`src/rtl/comparador_serial.sv`:
```
// comparador_serial: bit-serial unsigned magnitude comparator, MSB first.
//
// A start accepted while not busy loads both operands. The block then
// consumes one bit pair per clock, and on the last bit it publishes a
// two-bit result code and pulses done for one cycle.
// Result codes: 01 = A == B, 10 = A > B, 11 = A < B, 00 = no result since reset.
//
// Optional feature (macro COMPARADOR_EARLY_EXIT_EN): the operation completes
// on the first differing bit instead of always running WIDTH cycles.
//
// Ports:
//   clk    in   1      clock, all state updates on the rising edge
//   rst    in   1      synchronous active-high reset
//   start  in   1      load a_in/b_in and start a comparison (ignored while busy)
//   a_in   in   WIDTH  operand A, unsigned
//   b_in   in   WIDTH  operand B, unsigned
//   busy   out  1      comparison in progress
//   done   out  1      one-cycle pulse, res valid
//   res    out  2      result code, held until next completion or reset
module comparador_serial #(
  parameter int unsigned WIDTH = 8
) (
  input  logic             clk,
  input  logic             rst,
  input  logic             start,
  input  logic [WIDTH-1:0] a_in,
  input  logic [WIDTH-1:0] b_in,
  output logic             busy,
  output logic             done,
  output logic [1:0]       res
);

  localparam int unsigned CW = $clog2(WIDTH + 1);

  localparam logic [1:0] ST_IDLE = 2'b00;
  localparam logic [1:0] ST_RUN  = 2'b01;
  localparam logic [1:0] ST_FIN  = 2'b10;

  localparam logic [1:0] CMP_EQ = 2'b01;
  localparam logic [1:0] CMP_GT = 2'b10;
  localparam logic [1:0] CMP_LT = 2'b11;

  logic [1:0]       state_q, state_d;
  logic [1:0]       cmp_q, cmp_d;
  logic [WIDTH-1:0] a_q, a_d;
  logic [WIDTH-1:0] b_q, b_d;
  logic [CW-1:0]    cnt_q, cnt_d;
  logic             busy_q, busy_d;
  logic             done_q, done_d;
  logic [1:0]       res_q, res_d;

  logic             a_bit_c;
  logic             b_bit_c;
  logic [1:0]       cmp_next_c;
  logic             finish_c;

  // State registers
  always_ff @(posedge clk) begin
    if (rst) begin
      state_q <= ST_IDLE;
      cmp_q   <= CMP_EQ;
      a_q     <= '0;
      b_q     <= '0;
      cnt_q   <= '0;
      busy_q  <= 1'b0;
      done_q  <= 1'b0;
      res_q   <= 2'b00;
    end else begin
      state_q <= state_d;
      cmp_q   <= cmp_d;
      a_q     <= a_d;
      b_q     <= b_d;
      cnt_q   <= cnt_d;
      busy_q  <= busy_d;
      done_q  <= done_d;
      res_q   <= res_d;
    end
  end

  // Per-bit comparison step; GT/LT are absorbing once reached
  always_comb begin
    a_bit_c    = a_q[WIDTH-1];
    b_bit_c    = b_q[WIDTH-1];
    cmp_next_c = cmp_q;
    if (cmp_q == CMP_EQ) begin
      if (a_bit_c == b_bit_c) begin
        cmp_next_c = CMP_EQ;
      end else if (a_bit_c) begin
        cmp_next_c = CMP_GT;
      end else begin
        cmp_next_c = CMP_LT;
      end
    end
  end

  // Completion condition for the current RUN edge
  always_comb begin
    finish_c = (cnt_q == CW'(1));
`ifdef COMPARADOR_EARLY_EXIT_EN
    // Leaving the equal state decides the result, so stop right there
    if ((cmp_q == CMP_EQ) && (cmp_next_c != CMP_EQ)) begin
      finish_c = 1'b1;
    end
`endif
  end

  // Next-state and output logic
  always_comb begin
    state_d = state_q;
    cmp_d   = cmp_q;
    a_d     = a_q;
    b_d     = b_q;
    cnt_d   = cnt_q;
    busy_d  = busy_q;
    done_d  = 1'b0;
    res_d   = res_q;

    case (state_q)
      ST_IDLE, ST_FIN: begin
        // FIN accepts start directly, giving back-to-back operation
        if (start) begin
          state_d = ST_RUN;
          a_d     = a_in;
          b_d     = b_in;
          cmp_d   = CMP_EQ;
          cnt_d   = CW'(WIDTH);
          busy_d  = 1'b1;
        end else begin
          state_d = ST_IDLE;
          busy_d  = 1'b0;
        end
      end
      ST_RUN: begin
        cmp_d = cmp_next_c;
        a_d   = a_q << 1;
        b_d   = b_q << 1;
        cnt_d = cnt_q - CW'(1);
        if (finish_c) begin
          state_d = ST_FIN;
          busy_d  = 1'b0;
          done_d  = 1'b1;
          res_d   = cmp_next_c;
        end
      end
      default: begin
        state_d = ST_IDLE;
        busy_d  = 1'b0;
      end
    endcase
  end

  assign busy = busy_q;
  assign done = done_q;
  assign res  = res_q;

endmodule

```
`config.mk`:
```
export PLATFORM = sky130hd
export DESIGN_NAME = comparador_serial
export DESIGN_NICKNAME = d
export VERILOG_FILES = /design/src/rtl/comparador_serial.sv
export SDC_FILE = /design/constraint.sdc
export NUM_CORES = 1
export LEC_CHECK = 0
export BUFFER_PORTS_ARGS = -buffer_cell sky130_fd_sc_hd__buf_4
export CORE_MARGIN = 5
export CORE_UTILIZATION = 56
export DETAILED_ROUTE_END_ITERATION = 10
export PLACE_DENSITY = 0.81
export SYNTH_ARGS = -nofsm -noshare
export SYNTH_HDL_FRONTEND = slang
export SYNTH_SLANG_ARGS = --single-unit
```
`constraint.sdc`:
```
create_clock -name clk -period 4.7 [get_ports clk]
set_clock_uncertainty 0.2 [all_clocks]
set_input_delay 0.94 -clock clk [delete_from_list [all_inputs] [get_ports clk]]
set_output_delay 0.94 -clock clk [all_outputs]
set_load 0.05 [all_outputs]
```
=== Yosys cells after proc, flatten, opt, wreduce, memory -nomap -nowiden ===
Index checks and enable logic that the tools add are counted.

* Bits of input ports: 19
* Output and inout port bits: 4
* Flip-flop bits (word level): 28

* Multiplexer cells: 18
* Eq/ne operators: 7
* Reductions and logical operators: 6
* Bitwise logic cells: 1
* Add/sub/neg operators: 1

{| class="wikitable"
|+ Operators by type and width
! operator !! number
|-
| 8-bit one-hot mux with 2 select lines || 2
|-
| 8-bit 2-to-1 mux || 2
|-
| 2-bit 2-to-1 mux || 4
|-
| 2-bit one-hot mux with 2 select lines || 2
|-
| 4-bit one-hot mux with 2 select lines || 1
|-
| 1-bit 2-to-1 mux || 5
|-
| 2-bit by 1-bit == test with 1-bit output, second input constant || 2
|-
| 4-bit by 1-bit == test with 1-bit output, second input constant || 1
|-
| 4-bit 2-to-1 mux || 1
|-
| 2-bit != test, second input constant || 2
|-
| 2-bit AND reduction || 2
|-
| 2-bit OR reduction || 2
|-
| 4-bit by 1-bit subtractor with 4-bit output, second input constant || 1
|-
| 2-bit == test, second input constant || 1
|-
| 2-bit zero test || 1
|-
| 1-bit one-hot mux with 2 select lines || 1
|-
| 2-bit nonzero test || 1
|-
| 1-bit == test || 1
|-
| 1-bit inverter || 1
|}

=== Longest topological paths before layout ===
Gate-level depths: netlist (run 1).

* Depth after elaboration: 4
* Depth in mapped cells: 5

=== Worst setup path after synthesis (run 1) ===
Ideal clock, no wire load.

* Path kind: in2reg
* Start: in start
* End: reg a_q[1]
* Stages: 4
* Arrival: 1.483 ns
* Setup slack: 2.884 ns
* Library setup time: 0.132 ns
* Buffers on the path: 1
* Cells stage by stage: nor2b_1 > buf_2 > a22oi_1 > a21oi_1

* Word-level cells in the longest chain between the ends: 2

{| class="wikitable"
|+ Ends and longest elaborated chain
! what !! line !! RTL
|-
| start, declared || 25 || <nowiki>input logic start,</nowiki>
|-
| 2-bit != test (no line) || -- ||
|-
| 2-bit AND reduction (no line) || -- ||
|-
| end signal, assigned || 62 || <nowiki>a_q <= '0;</nowiki>
|-
| end signal, assigned || 71 || <nowiki>a_q <= a_d;</nowiki>
|-
| end, declared || 45 || <nowiki>logic [WIDTH-1:0] a_q, a_d;</nowiki>
|}

Every way passes these cells.
A chain may end at the register's enable or synchronous reset.

==> results.ini, run 1 <==
[outcome]
status=completed

[worst_setup_path]
cp_cell_sequence=buf_4
path_buf_inv=1
end_kind=output port
slowest_stage=dfxtp_1
crit_fanout=6
critPathKind=flip-flop to output port
critPathMaxStageDelay_ns=0.43
crit_required_ns=3.56
critPathTopFamily=flip-flops
start_kind=flip-flop
crit_arrival_ns=0.97

[synth]
seq_area_frac_synth_pct=47.4
synth_area_leader_cell=dfxtp_1
ys_types=26
synthCells=128
netlist.area_leader.share_pct=47.4
ys_warn_count=0
syn_area_per_cell_sq_um=8.91
synth_area_sq_mm=0.00114
synth.area.top_cells=dfxtp_1 (47%), a21oi_1 (10%), a22oi_1 (9.2%)
syn_nets=150
synth_seq_cells=27

[clock_tree]
clock-sinks=27
htree_levels=1
cts.clk_slew.worst_paths_ns=0.13
post_cts_buffers=0
insertion_delay_ns=0.31
cts_hold_buf=0
numCtsBuffers=3
cts.repair.resized=0
cts_tree=done
clockBufferDepth=2
clockRootBuffer=clkbuf_4

[grt]
grt_util_all_layers_pct=18.4
antenna_found_initial=0
first_global_vias=930
grt.overflow.total=0
grt_first_pass_wirelength_mm=4.02
grt_max_degree=28

[die]
start_util_pct=58.2
coreArea_sq_mm=0.00196
dieArea_sq_mm=0.00304
ios=23
die_x_um=55.1
fp.dieH_um=55.1
rows=16

[timing]
tightest_slew_ns=0.844
hold_viol_final=0
rsz0062_at_grt=no
setup_viol=0
maxSlewViolCount=0
max_slew_margin_pct=43.8
finalCritPeriodShare_pct=44.8
period_needed_ns=2.11
setup-tns-final_ns=0
timing.fmax_ghz=0.475

[cells_and_area]
drive_above_1_share_pct=20.1
syn_to_final_growth_pct=14.6
nFillCells=182
diodes=0
nets=167
design_area_sq_mm=0.00131

[drt]
vias_per_cell=5.98
firstDrtPassIters=4
drc=0
wl_per_cell_um=14.0
drt-initial-drc-count=19
ant_nets=0
drt-total-wl_mm=2.40
dr_total_vias=1022

[place]
placed_cell_area_sq_mm=0.00128
gp_congestion=0.691
port_buffers=22
dp_hpwl_mm=1.59

[job]
drv_cap=0

[pwr]
ir_drop_mv=0.191
cellLeakagePower_uw=0.000483
power_density_mw_per_mm2=329

[worst_hold_path]
hp-class=flip-flop to flip-flop

[per-stage QoR]
step / std cells / util (%) / hold slack (ns) / setup slack [ns] / power, uW
2_1_floorplan: 128 / - / 0.248 / 2.88 / 318
5_1_grt: 171 / 66.6 / 0.301 / 2.51 / 455
3_5_place_dp: 167 / 65.3 / 0.263 / 2.52 / 339
4_1_cts: 171 / 66.6 / 0.281 / 2.58 / 432
3_3_place_gp: 167 / 65.3 / 0.255 / 2.56 / 336
6_report: 171 / 66.6 / 0.278 / 2.59 / 431
[metal layers]
layer / vias up / track usage, % / share of wire (%)
met2: 37 / 32.3 / 51
li1: 497 / - / -
met3: 2 / 3.75 / 5.4
met4: 0 / 6.07 / 0.54
met5: - / 0 / 0
met1: 486 / 22.2 / 43
[cell usage in the layout (no fill, tap or decap), drive strengths merged]
cell,count
nor2b,2
nor3,5
nor3b,1
or2,1
inv,3
o21ai,2
or3b,1
nand4,1
buf,23
a311oi,1
nor4,1
ha,3
dfxtp,27
a22oi,14
and2b,1
nand3,19
a211oi,1
a21oi,23
nand3b,1
nand2,4
nand2b,4
clkbuf,4
nor2,2
[kinds of logic (layout without fill, tap and decap cells)]
| logic type | Yosys count | count (layout) | share of synthesized area [%] |
|---|---|---|---|
| simple gates | 43 | 43 | 20.9 |
| compound gates | 41 | 41 | 21.6 |
| flops | 27 | 27 | 47.4 |
| buf+inv | 14 | 30 | 6.80 |
| fa+ha+maj | 3 | 3 | 3.29 |
[area by class of cell]
cell class,instances,area [sq um],share of cell area (%)
timing repair buffer,23,173,13.2
clock buffer,4,26.3,2.01
inverter,3,11.3,0.861
sequential,27,541,41.3
tap,27,33.8,2.58
multi-input combinational,87,523,40.0
[power by group]
group	switching [uW]	total [uW]	internal, uW
sequential	10.0	254	244
combinational	46.5	80.0	33.5
clock	63.2	96.3	33.2
[registers in the layout, summed over array words and instances, names as in the netlist]
name     cells
res          2
cmp_q        2
b_q          8
cnt_q        4
done         1
a_q          8
state_q      2
[path summary, 6_finish.rpt]
| path | startpoint | to | slack (ns) | cells after the start |
|---|---|---|---|---|
| max | state_q[0]$_SDFFE_PP0P_ | busy | 2.59 | 1 |
| min | b_q[3]$_SDFFE_PP0P_ | b_q[3]$_SDFFE_PP0P_ | 0.28 | 2 |
| max reg2reg | state_q[0]$_SDFFE_PP0P_ | cnt_q[3]$_SDFFE_PP0P_ | 2.95 | 3 |
| min reg2reg | b_q[3]$_SDFFE_PP0P_ | b_q[3]$_SDFFE_PP0P_ | 0.28 | 2 |
[cells in the mapped netlist (all sizes together)]
| cell type | instances |
|---|---|
| a21oi | 23 |
| o21ai | 2 |
| nor4 | 1 |
| a22oi | 14 |
| nand3b | 1 |
| nand3 | 19 |
| or3b | 1 |
| nor3 | 5 |
| nor2 | 2 |
| buf | 8 |
| a311oi | 1 |
| nand2 | 4 |
| or2 | 1 |
| nor2b | 2 |
| dfxtp | 27 |
| inv | 3 |
| nand2b | 4 |
| nor3b | 1 |
| clkbuf | 3 |
| and2b | 1 |
| a211oi | 1 |
| nand4 | 1 |
| ha | 3 |
Power figures use the tool's default switching activity.
==> run 2: changes to the inputs <==
--- a/config.mk
+++ b/config.mk
@@ -7,9 +7,9 @@
 export LEC_CHECK = 0
 export BUFFER_PORTS_ARGS = -buffer_cell sky130_fd_sc_hd__buf_4
 export CORE_MARGIN = 5
-export CORE_UTILIZATION = 56
+export CORE_UTILIZATION = 52
 export DETAILED_ROUTE_END_ITERATION = 10
-export PLACE_DENSITY = 0.81
+export PLACE_DENSITY = 0.76
 export SYNTH_ARGS = -nofsm -noshare
 export SYNTH_HDL_FRONTEND = slang
 export SYNTH_SLANG_ARGS = --single-unit
==> constraint.sdc (replaced) <==
create_clock -name clk -period 2.2 [get_ports clk]
set_clock_uncertainty 0.2 [all_clocks]
set_input_delay 0.44 -clock clk [delete_from_list [all_inputs] [get_ports clk]]
set_output_delay 0.44 -clock clk [all_outputs]
set_load 0.05 [all_outputs]
==> run 2 against run 1 <==
Combinational power is 120% higher. Total power is 120% higher. Via count down 2.2%. Sequential share of layout area down 0.55 points. Final cell count rose by 1.8%. Final area grew 1.3%.
==> results.ini, run 2 (synthesis results as in run 1) <==
[timing]
tightest_slew_ns=0.693
timing.fmax_ghz=0.618
maxSlewViolCount=0
rsz0062_at_grt=no
setup_viol=0
setup-tns-final_ns=0
hold_viol_final=0
period_needed_ns=1.62
finalCritPeriodShare_pct=73.5
max_slew_margin_pct=53.8

[worst_setup_path]
crit_fanout=6
critPathKind=flip-flop to output port
cp_cell_sequence=buf_4
crit_arrival_ns=0.98
path_buf_inv=1
critPathMaxStageDelay_ns=0.43
critPathTopFamily=flip-flops
crit_required_ns=1.56
start_kind=flip-flop
end_kind=output port
slowest_stage=dfxtp_1

[drt]
drt-met1-wl_mm=1.10
firstDrtPassIters=4
vias_per_cell=5.75
drt-initial-drc-count=17
ant_nets=0
route.met3.wl_um=75
wl_met2_mm=1.15
dr_total_vias=1000
wl_per_cell_um=13.4
top_layer_used=met4
drc=0
drt-total-wl_mm=2.34

[cells_and_area]
syn_to_final_growth_pct=16.1
fin_cells=174
layout_commonest_cell=dfxtp_1
diodes=0
nFillCells=204
drive_above_1_share_pct=21.9
nets=169
mostFrequentLayoutCells=dfxtp_1 (27), buf_4 (25), a21oi_1 (23)
top_regs=a_q: 8 flops, b_q: 8 flops, cnt_q: 4 flops

[grt]
grt_first_pass_wirelength_mm=3.97
grt_util_all_layers_pct=15.3
grt_max_degree=28
grt.overflow.total=0
antenna_found_initial=0
first_global_vias=957

[pwr]
ir_drop_mv=0.424
seqPwrFrac_pct=58.8
p_clk_share_pct=22.5
swShare_pct=28.2
cellLeakagePower_uw=0.000496
power.internal_uw=665
power_density_mw_per_mm2=699
p_switching_uw=261
pwr-share-comb_pct=18.7

[place]
gp_congestion=0.741
dp_cells=170
port_buffers=22
dp_hpwl_mm=1.60

[die]
start_util_pct=53.1
rows=17
dieArea_sq_mm=0.00323
die_x_um=56.8
fp.dieH_um=56.8
coreArea_sq_mm=0.00215
ios=23

[clock_tree]
htree_levels=1
cts_tree=done
clockBufferDepth=2
cts.repair.resized=0
post_cts_buffers=0
clockRootBuffer=clkbuf_4
clock-sinks=27
numCtsBuffers=3
insertion_delay_ns=0.32
cts.clk_slew.worst_paths_ns=0.14
cts_hold_buf=0

[outcome]
status=completed

[worst_hold_path]
hp-class=input pin to flip-flop

[job]
drv_cap=0

-- run 2: cell count changes in the layout (fill, tap and decap cells not counted), sizes merged --
cell / before / now
clkinv: 0 / 1
clkbuf: 4 / 3
buf: 23 / 25
-- run 2: layer usage --
| metal | vias up | global-route usage, % |
|---|---|---|
| met4 | 0 | 6.95 |
| li1 | 497 | - |
| met3 | 2 | 2.76 |
| met2 | 17 | 25.9 |
| met1 | 484 | 18.8 |
| met5 | - | 0 |
-- run 2: path summary, 6_finish.rpt --
check                     startpoint                  end  slack [ns]  cells after the start
max          state_q[0]$_SDFFE_PP0P_                 busy        0.58                      1
min                          a_in[0]  a_q[0]$_SDFFE_PP0P_        0.15                      3
max reg2reg    cnt_q[1]$_SDFFE_PP0P_  res[1]$_SDFFE_PP0P_        0.60                      5
min reg2reg      a_q[6]$_SDFFE_PP0P_  a_q[6]$_SDFFE_PP0P_        0.27                      2
-- run 2: power groups by stage --
stage / sequential (uW) / clock, uW / combinational [uW]
4_1_cts: 544 / 218 / 174
5_1_grt: 549 / 234 / 193
3_3_place_gp: 553 / 0 / 170
2_1_floorplan: 560 / 0 / 118
3_5_place_dp: 554 / 0 / 174
6_report: 544 / 208 / 174
-- run 2: stage by stage --
step	util (%)	hold slack [ns]	power [uW]	setup slack, ns	instance area, sq um
detailed placement	60.4	0.260	729	0.535	1300
floorplan	-	0.248	678	0.611	1140
CTS	61.7	0.137	936	0.574	1330
global route	61.7	0.141	977	0.411	1330
finish	61.7	0.146	926	0.582	1330
global placement	60.4	0.254	723	0.582	1300
-- run 2: area by class of cell --
| class | count | area (sq um) | area share [%] |
|---|---|---|---|
| Timing Repair Buffer | 25 | 188 | 14.2 |
| Multi-Input combinational cell | 87 | 523 | 39.5 |
| Inverter | 3 | 11.3 | 0.850 |
| Clock inverter | 1 | 5.00 | 0.378 |
| Sequential cell | 27 | 541 | 40.8 |
| Clock buffer | 3 | 22.5 | 1.70 |
| Tap cell | 28 | 35.0 | 2.64 |
==> run 3: changes to the inputs <==
--- a/config.mk
+++ b/config.mk
@@ -7,9 +7,9 @@
 export LEC_CHECK = 0
 export BUFFER_PORTS_ARGS = -buffer_cell sky130_fd_sc_hd__buf_4
 export CORE_MARGIN = 5
-export CORE_UTILIZATION = 52
+export CORE_UTILIZATION = 47
 export DETAILED_ROUTE_END_ITERATION = 10
-export PLACE_DENSITY = 0.76
+export PLACE_DENSITY = 0.73
 export SYNTH_ARGS = -nofsm -noshare
 export SYNTH_HDL_FRONTEND = slang
 export SYNTH_SLANG_ARGS = --single-unit
==> constraint.sdc (replaced) <==
create_clock -name clk -period 1.32 [get_ports clk]
set_clock_uncertainty 0.2 [all_clocks]
set_input_delay 0.264 -clock clk [delete_from_list [all_inputs] [get_ports clk]]
set_output_delay 0.264 -clock clk [all_outputs]
set_load 0.05 [all_outputs]
==> run 3 against run 2 <==
The run now ends with hold timing, setup timing left. Clock power grew 80%. Final cell count grew 6.3%. Count of clock-buffer cells in the layout is the same. Register-to-register slack got worse by 0.74 ns. Sequential power increased by 69%. Die area rose by 8.7%. Critical path depth is 3 higher. Final area increased by 20%. Sequential share of layout area down 6.1 points. Via count is 6.3% higher. Routed wire length increased by 17%. Setup slack worse by 0.72 ns. Critical path type is now flip-flop to flip-flop.
==> results.ini, run 3 (synthesis results as in run 1) <==
[pwr]
cellLeakagePower_uw=0.000588
ir_drop_mv=0.818
power_density_mw_per_mm2=1070

[timing]
maxSlewViolCount=0
setup_ws_ns=-0.137
rsz0062_at_grt=yes
period_needed_ns=1.46
max_slew_margin_pct=75.6
finalCritPeriodShare_pct=110
timing.fmax_ghz=0.686
setup_viol=9
whs_ns=-0.00198
hold_viol_final=1
tightest_slew_ns=0.366
setup-tns-final_ns=-0.628

[clock_tree]
cts_tree=done
insertion_delay_ns=0.34
htree_levels=1
numCtsBuffers=3
cts.clk_slew.worst_paths_ns=0.16
clock-sinks=27
clockBufferDepth=2
clockRootBuffer=clkbuf_4

[drt]
dr_total_vias=1063
ant_nets=0
drc=0
firstDrtPassIters=4
vias_per_cell=5.75
wl_per_cell_um=14.8
drt-initial-drc-count=48
drt-total-wl_mm=2.73

[outcome]
status=finished, violations left
violations=hold timing, setup timing

[cells_and_area]
nets=180
drive_above_1_share_pct=40.1
design_area_sq_mm=0.00160
fin_cells=185
diodes=0
layout_commonest_cell=buf_4
nFillCells=177
final-seq-area_sq_um=553
syn_to_final_growth_pct=39.8
multi_input_area_sq_um=619
top_regs=a_q: 8 flops, b_q: 8 flops, cnt_q: 4 flops
mostFrequentLayoutCells=buf_4 (23), a21oi_1 (21), nand3_1 (19), dfxtp_1 (19), a22oi_1 (10)

[grt]
grt.overflow.total=0
grt_util_all_layers_pct=15.8
grt_max_degree=28
grt_first_pass_wirelength_mm=4.25
antenna_found_initial=0
first_global_vias=951

[worst_setup_path]
critPathKind=flip-flop to flip-flop
crit_required_ns=1.34
crit_fanout=5
cp_cell_sequence=ha_4 > or3b_4 > o21ai_1 > a21oi_1
slowest_stage=or3b_4
critPathTopFamily=simple AND/OR/NAND/NOR gates
end_kind=flip-flop
crit_arrival_ns=1.48
critPathMaxStageDelay_ns=0.41
path_buf_inv=0
start_kind=flip-flop

[die]
ios=23
coreArea_sq_mm=0.00225
dieArea_sq_mm=0.00351
fp.dieH_um=59.3
rows=17
die_x_um=59.3
start_util_pct=50.6

[job]
drv_cap=0

[place]
dp_cells=175
pre_cts_slack_ns=-0.119
port_buffers=22
dp_hpwl_mm=1.71
gp_congestion=0.714
placed_cell_area_sq_mm=0.00137

[worst_hold_path]
hp-class=input pin to flip-flop

-- run 3: cell count changes in the layout (fill, tap and decap cells not counted), moves of 3 or more --
cell and delta:
dfxtp_1 -8, dfxtp_2 +7, a22oi_1 -4, a22oi_2 +4, buf_6 +4, dlygate4sd3_1 +4, buf_8 +3, ha_1 -3
ha_4 +3
-- run 3: stage by stage --
stage / hold slack [ns] / power (uW) / util, %
3_3_place_gp: 0.254 / 1240 / 60.6
4_1_cts: 0.00742 / 1630 / 64.4
3_5_place_dp: 0.258 / 1250 / 60.6
6_report: -0.00198 / 1710 / 70.8
5_1_grt: -0.0128 / 1810 / 70.8
2_1_floorplan: 0.200 / 1140 / -
-- run 3: where the power goes --
part / total (uW) / internal [uW] / switching [uW]
Clock: 374 / 118 / 255
Combinational: 419 / 215 / 204
Sequential: 919 / 873 / 46.3
-- run 3: per-layer routing --
layer	GRT usage, %	share of wire [%]
met1	21.0	45
met2	25.1	50
met3	3.27	4.5
met4	5.83	0.80
met5	0	0
-- run 3: worst paths after layout --
path / endpoint / slack [ns] / cells after the start / startpoint
max: res[0]$_SDFFE_PP0P_ / -0.14 / 4 / cnt_q[0]$_SDFFE_PP0P_
min: b_q[7]$_SDFFE_PP0P_ / -0.002 / 3 / b_in[7]
max reg2reg: res[0]$_SDFFE_PP0P_ / -0.14 / 4 / cnt_q[0]$_SDFFE_PP0P_
min reg2reg: a_q[1]$_SDFFE_PP0P_ / 0.28 / 2 / a_q[1]$_SDFFE_PP0P_
-- run 3: tightest hold or removal path: cells and delay by family --
family,cells,cell delay [ns]
AOI/OAI and AO/OA,2,0.17
buffers and inverters,1,0.08
-- run 3: layout make-up --
class | instances | share of cell area (%)
multi-input cells | 87 | 38.8
flip-flops and latches | 27 | 34.7
repair buffers | 36 | 21.8
well taps | 28 | 2.20
clock buffers | 3 | 1.41
inverters | 3 | 0.706
clock inverters | 1 | 0.392
-- run 3: what timing repair did --
action                     CTS  global route
gates resized for setup     12            20
setup buffers                0             1
setup endpoints to repair   15            25
hold endpoints to repair     2             2
pin swaps                    1             9
cloned                       0             1
hold buffers                 2             2
